`config.mk`:
```
export PLATFORM = sky130hd
export DESIGN_NAME = commit_trace_buffer
export DESIGN_NICKNAME = d
export VERILOG_FILES = /design/src/rtl/commit_trace_buffer_pkg.sv /design/src/rtl/commit_trace_buffer_fifo.sv /design/src/rtl/commit_trace_buffer.sv
export SDC_FILE = /design/constraint.sdc
export NUM_CORES = 2
export LEC_CHECK = 0
export ABC_AREA = 0
export CORE_MARGIN = 1
export CORE_UTILIZATION = 53
export DETAILED_ROUTE_END_ITERATION = 8
export HOLD_SLACK_MARGIN = 0.05
export PLACE_DENSITY = 0.75
export SETUP_SLACK_MARGIN = 0.02
export SYNTH_ARGS = -nofsm -noshare
export SYNTH_HDL_FRONTEND = slang
export SYNTH_SLANG_ARGS = --single-unit
```
`constraint.sdc`:
```
create_clock -name clk -period 23.4 [get_ports clk]
set_input_delay 4.68 -clock clk [delete_from_list [all_inputs] [get_ports clk]]
set_output_delay 4.68 -clock clk [all_outputs]
set_load 0.02 [all_outputs]
```
`src/rtl/commit_trace_buffer_pkg.sv`:
```
// Shared types and control-FSM state encodings for the commit trace buffer.
package commit_trace_buffer_pkg;

  typedef logic [31:0] addr_t;
  typedef logic [31:0] data_t;
  typedef logic [31:0] instr_t;
  typedef logic [4:0]  fsm_state_t;

  // Control FSM state encodings, shared with the control FSM and the logger.
  localparam fsm_state_t FETCH      = 5'b00000;
  localparam fsm_state_t DECODE     = 5'b00001;
  localparam fsm_state_t MEMADR     = 5'b00010;
  localparam fsm_state_t MEMREAD    = 5'b00011;
  localparam fsm_state_t MEMWB      = 5'b00100;
  localparam fsm_state_t MEMWRITE   = 5'b00101;
  localparam fsm_state_t EXECUTER   = 5'b00110;
  localparam fsm_state_t EXECUTEI   = 5'b00111;
  localparam fsm_state_t ALUWB      = 5'b01000;
  localparam fsm_state_t BRANCH     = 5'b01001;
  localparam fsm_state_t JAL        = 5'b01010;
  localparam fsm_state_t FETCH_WAIT = 5'b10000;

  // One record per retired instruction.
  typedef struct packed {
    addr_t       pc;
    instr_t      instr;
    logic [4:0]  rd;
    data_t       rd_wdata;
    logic        rd_we;
    addr_t       mem_addr;
    data_t       mem_wdata;
    logic [3:0]  mem_be;
    logic [31:0] seq;
  } trace_record_t;

endpackage

```
`src/rtl/commit_trace_buffer_fifo.sv`:
```
// Generic show-ahead synchronous FIFO; level is derived from extra-bit counters.
module trace_fifo #(
  parameter int unsigned WIDTH = 8,
  parameter int unsigned DEPTH = 8
) (
  input  logic                     clk,
  input  logic                     rst_n,
  input  logic                     push,
  input  logic [WIDTH-1:0]         wdata,
  input  logic                     pop,
  output logic [WIDTH-1:0]         rdata,
  output logic                     full,
  output logic                     empty,
  output logic [$clog2(DEPTH):0]   level
);

  localparam int unsigned AW = $clog2(DEPTH);
  localparam logic [AW:0] FULL_LVL = (AW+1)'(DEPTH);

  logic [WIDTH-1:0] mem [DEPTH];
  logic [AW:0]      wr_cnt;
  logic [AW:0]      rd_cnt;
  logic             do_push;
  logic             do_pop;

  assign level   = wr_cnt - rd_cnt;
  assign empty   = (wr_cnt == rd_cnt);
  assign full    = (level == FULL_LVL);
  assign do_pop  = pop && !empty;
  // A pop at the same edge frees the slot, so a full FIFO still accepts the push.
  assign do_push = push && (!full || do_pop);
  assign rdata   = mem[rd_cnt[AW-1:0]];

  // Read/write counters; pointers are their low bits and wrap naturally.
  always_ff @(posedge clk or negedge rst_n) begin
    if (!rst_n) begin
      wr_cnt <= '0;
      rd_cnt <= '0;
    end else begin
      if (do_push) wr_cnt <= wr_cnt + 1'b1;
      if (do_pop)  rd_cnt <= rd_cnt + 1'b1;
    end
  end

  // Storage array; contents are don't-care until written.
  always_ff @(posedge clk) begin
    if (do_push) mem[wr_cnt[AW-1:0]] <= wdata;
  end

endmodule

```
`src/rtl/commit_trace_buffer.sv`:
```
// Retirement tracer: stages per-instruction state, emits one record per retire.
module commit_trace_buffer
  import commit_trace_buffer_pkg::*;
#(
  parameter int unsigned DEPTH = 8,
  parameter int unsigned CNT_W = 16
) (
  input  logic                   clk,
  input  logic                   rst_n,
  input  logic [4:0]             fsm_state,
  input  logic [31:0]            pc_cur,
  input  logic [31:0]            instruction,
  input  logic [4:0]             rd,
  input  logic [31:0]            result,
  input  logic                   reg_write,
  input  logic [31:0]            mem_addr,
  input  logic [31:0]            mem_wdata,
  input  logic [3:0]             mem_we,
  output logic                   trace_valid,
  input  logic                   trace_ready,
  output trace_record_t          trace_rec,
  output logic [$clog2(DEPTH):0] fifo_level,
  output logic [CNT_W-1:0]       drop_count,
  output logic [31:0]            retire_count
);

  localparam int unsigned RW = $bits(trace_record_t);
  localparam logic [CNT_W-1:0] CNT_ONE = {{(CNT_W-1){1'b0}}, 1'b1};

  logic [4:0]    prev_state_q;
  logic          armed_q;
  addr_t         st_pc;
  instr_t        st_instr;
  logic [4:0]    st_rd;
  data_t         st_rd_wdata;
  logic          st_rd_we;
  addr_t         st_mem_addr;
  data_t         st_mem_wdata;
  logic [3:0]    st_mem_be;

  logic          retire;
  logic          pop;
  logic          push;
  logic          fifo_full;
  logic          fifo_empty;
  trace_record_t push_rec;
  logic [RW-1:0] head_bits;
  trace_record_t head_rec;

  assign retire = (fsm_state == FETCH) && (prev_state_q != FETCH) &&
                  (prev_state_q != FETCH_WAIT) && armed_q;
  assign pop    = trace_valid && trace_ready;
  assign push   = retire && (!fifo_full || pop);

  // Track previous FSM state and whether an instruction is in flight.
  always_ff @(posedge clk or negedge rst_n) begin
    if (!rst_n) begin
      prev_state_q <= FETCH;
      armed_q      <= 1'b0;
    end else begin
      prev_state_q <= fsm_state;
      if (fsm_state == DECODE) armed_q <= 1'b1;
      else if (retire)         armed_q <= 1'b0;
    end
  end

  // Stage PC/instruction at DECODE and the last reg/mem write of the instruction.
  always_ff @(posedge clk or negedge rst_n) begin
    if (!rst_n) begin
      st_pc        <= '0;
      st_instr     <= '0;
      st_rd        <= '0;
      st_rd_wdata  <= '0;
      st_rd_we     <= 1'b0;
      st_mem_addr  <= '0;
      st_mem_wdata <= '0;
      st_mem_be    <= '0;
    end else begin
      if (fsm_state == DECODE) begin
        st_pc     <= pc_cur;
        st_instr  <= instruction;
        st_rd_we  <= 1'b0;
        st_mem_be <= '0;
      end
      if (reg_write && (rd != 5'd0)) begin
        st_rd       <= rd;
        st_rd_wdata <= result;
        st_rd_we    <= 1'b1;
      end
      if (mem_we != 4'd0) begin
        st_mem_addr  <= mem_addr;
        st_mem_wdata <= mem_wdata;
        st_mem_be    <= mem_we;
      end
    end
  end

  // Assemble the record pushed on retire; seq is the pre-increment retire count.
  always_comb begin
    push_rec           = '0;
    push_rec.pc        = st_pc;
    push_rec.instr     = st_instr;
    push_rec.rd        = st_rd;
    push_rec.rd_wdata  = st_rd_wdata;
    push_rec.rd_we     = st_rd_we;
    push_rec.mem_addr  = st_mem_addr;
    push_rec.mem_wdata = st_mem_wdata;
    push_rec.mem_be    = st_mem_be;
    push_rec.seq       = retire_count;
  end

  // Retire and saturating drop counters.
  always_ff @(posedge clk or negedge rst_n) begin
    if (!rst_n) begin
      retire_count <= '0;
      drop_count   <= '0;
    end else if (retire) begin
      retire_count <= retire_count + 32'd1;
      if (!push && (drop_count != '1)) drop_count <= drop_count + CNT_ONE;
    end
  end

  trace_fifo #(
    .WIDTH (RW),
    .DEPTH (DEPTH)
  ) u_fifo (
    .clk   (clk),
    .rst_n (rst_n),
    .push  (push),
    .wdata (push_rec),
    .pop   (pop),
    .rdata (head_bits),
    .full  (fifo_full),
    .empty (fifo_empty),
    .level (fifo_level)
  );

  assign head_rec    = trace_record_t'(head_bits);
  assign trace_valid = !fifo_empty;
  assign trace_rec   = trace_valid ? head_rec : '0;

endmodule

```
==> metrics <==
clk_lat worst skew=0.81 ns; Post-DP Area=76400 um^2; nets@finish=4113; DRT iter0 DRCs=3316; Post-CTS Setup Bufs=0; Max stage delay cell, worst path=dfrtp_4; CP max stage delay=0.92 ns; vias per cell=5.95; design area=82500 um^2; vias in the first global route=36100; largest net degree at the start of global routing=155; Unique masters post-synth=44; R2R setup slack=16.75 ns; post-DP HPWL=81700 um; Max transition margin=20.9%; synth-to-layout area growth=17.8%; Starting Density=53.3%; fin crit period=10.93 ns; Clock Skews=0.0250 ns; FF+latch count, synth=1847; DRT Pass-1 Iters=5; Yosys top cell area share=69.3%; post_cts resized=0; Clock Pin Slew Worst Setup and Hold Paths=0.06 ns; Die Span X=366 um; yosys synthesis warning count=0; die footprint=134000 um^2; DRT Wirelength=155000 um; fill count=8762; # IOs=433; CP Max Fanout=61; routed len/inst=26.5 um; Setup Viol. Count Final=0; commonest non-fill, non-tap cell in the layout=edfxtp_1; Max-Cap Viols=0; cell mode on critical path=buf_4; IO Port Bufs=432; Setup CP Type=flop to output port; CTS tree=built; Die Y=366 um; Reg area=54300 um^2; # DRC=0; Hold Vio Cnt, Final=0; Final period util=46.7%; initial antenna violation count=12; data arrival time of the worst path=6.25 ns; H-Tree Depth=4; layout cell share with drive strength beyond 1=22.5%; leading cell types in the layout, fill and taps excluded=1616 x edfxtp_1, 444 x nand2_1, 431 x clkdlybuf4s50_1; Post-Syn Area=70000 um^2; Slew @ Worst Pin=1.19 ns; gp weighted congestion=0.780; syn avg cell area=20.4 um^2; crit path cell chain=buf_4 > buf_4 > buf_4 > buf_4 > mux4_2 > nand2_1 > a21oi_1 > clkdlybuf4s50_1; CORE AREA=131000 um^2; number of nets with antenna violations after routing=0; total congestion overflow=0; RSZ-0062 raised after global routing=no; first-pass GRT wire length=227000 um; syn_nets=3616; number of synthesized flops with an enable pin=1616; hold_buf cts=0; TNS Setup=0 ns; multi-input logic area=15000 um^2; vias post-DR=34800; clk sink count=1847; Rows=133; gr usage total=23.3%; hold crit path type=flop to flop; worst path required time=18.72 ns; Leak Pwr=27.4 nW; Synth area leaders=edfxtp_1 69%, mux4_2 13%, dfrtp_1 8.3%; clock buffer depth=3; register area share after synthesis=77.5%; maximum vdd drop=117 uV; Slew Viols, Final=0; area leader, netlist=edfxtp_1; outcome=completed; Max Freq=0.0915 GHz; synthesized instance count=3430; Startpoint Class=flop; Inserted Clock Buffers=180; CTS root buf=clkbuf_16; most used flip-flop cell after synthesis=edfxtp_1; Setup crit end kind=output port; Power Dens Cells=119 nW/um^2; Post-synth ARST share=12.5%
-- layout make-up --
| type | instances | share of cell area (%) |
|---|---|---|
| timing repair buffer | 493 | 5.85 |
| inverter | 12 | 0.0637 |
| sequential | 1847 | 65.8 |
| tap | 1755 | 2.66 |
| multi-input combinational | 1393 | 18.2 |
| antenna | 3 | 0.00910 |
| clock inverter | 92 | 1.42 |
| clock buffer | 248 | 5.94 |
-- critical path, delay by kind of cell (launching register included) --
kind / cells / cell delay, ns
compound gates: 1 / 0.35
buf+inv: 5 / 3.65
flops: 1 / 0.92
mux: 1 / 0.35
simple gates: 1 / 0.06
-- registers in the layout (all words and copies together), names as in the netlist --
| register | flops |
|---|---|
| prev_state_q | 4 |
| u_fifo.rd_cnt | 4 |
| drop_count | 16 |
| st_mem_be | 4 |
| u_fifo.wr_cnt | 4 |
| st_mem_addr | 32 |
| u_fifo.mem | 1616 |
| st_rd | 5 |
| st_instr | 32 |
| st_rd_we | 1 |
| retire_count | 32 |
| st_mem_wdata | 32 |
| armed_q | 1 |
| st_pc | 32 |
| st_rd_wdata | 32 |
-- cells by family (layout without fill, tap and decap cells) --
kind of cell               after synthesis  count (layout)  share of synthesized area, %
other                                    0               3                             0
adders and majority gates                8               8                         0.154
xor gates and xnor gates                54              54                         0.675
and+or+nand+nor                        552             552                          3.36
AOI/OAI and AO/OA                      212             212                          1.54
muxes                                  567             567                          15.6
buffers and inverters                  190             845                          1.10
DFF                                   1847            1847                          77.5
-- where the power goes --
| group | leakage [nW] | total, mW | internal [mW] | switching (mW) |
|---|---|---|---|---|
| logic | 7.09 | 3.01 | 1.37 | 1.64 |
| clock network | 2.94 | 2.94 | 1.72 | 1.21 |
| registers | 17.4 | 3.87 | 3.71 | 0.167 |
| total | 27.4 | 9.82 | 6.80 | 3.02 |
-- layer usage --
metal	global-route usage [%]	routed length, um
met5	0	100
met1	31.8	61600
met4	6.65	3080
met2	38.2	77700
met3	4.73	12100
-- metrics by stage --
stage	util [%]	worst slack (ns)	power, mW	instances	hold WS (ns)
after detailed placement	58.2	13.22	6.97	5500	0.482
final	62.8	12.47	9.82	5843	0.491
after global placement	58.2	13.28	6.95	5500	0.474
after floorplan	-	3.38	5.74	3430	0.460
after global routing	62.8	12.18	10.2	5843	0.509
after CTS	62.8	12.34	9.91	5840	0.493
-- Yosys cell counts, drive strengths merged (6+ instances only) --
| cell type | count |
|---|---|
| nor3 | 13 |
| ha | 7 |
| mux4 | 404 |
| nand2 | 445 |
| a21oi | 204 |
| dfrtp | 231 |
| xnor2 | 34 |
| clkbuf | 91 |
| xor2 | 20 |
| edfxtp | 1616 |
| nand4 | 7 |
| or4 | 6 |
| nor2 | 15 |
| nor4 | 10 |
| and3 | 10 |
| inv | 11 |
| buf | 87 |
| nand3 | 27 |
| mux2 | 163 |
-- worst paths after layout --
| kind | start | cells after the start | to |
|---|---|---|---|
| setup reg to reg | u_fifo.rd_cnt[2]$_DFFE_PN0P_ | 10 | u_fifo.mem[4][82]$_DFFE_PP_ |
| setup / recovery | u_fifo.rd_cnt[1]$_DFFE_PN0P_ | 8 | trace_rec[26] |
| hold reg to reg | u_fifo.rd_cnt[3]$_DFFE_PN0P_ | 1 | u_fifo.rd_cnt[3]$_DFFE_PN0P_ |
| hold / removal | u_fifo.rd_cnt[3]$_DFFE_PN0P_ | 1 | u_fifo.rd_cnt[3]$_DFFE_PN0P_ |
| max in group asynchronous | rst_n | 2 | u_fifo.rd_cnt[2]$_DFFE_PN0P_ |
| min in group asynchronous | rst_n | 1 | st_instr[8]$_DFFE_PN0P_ |
No activity file was read; power rests on OpenSTA's default activity.
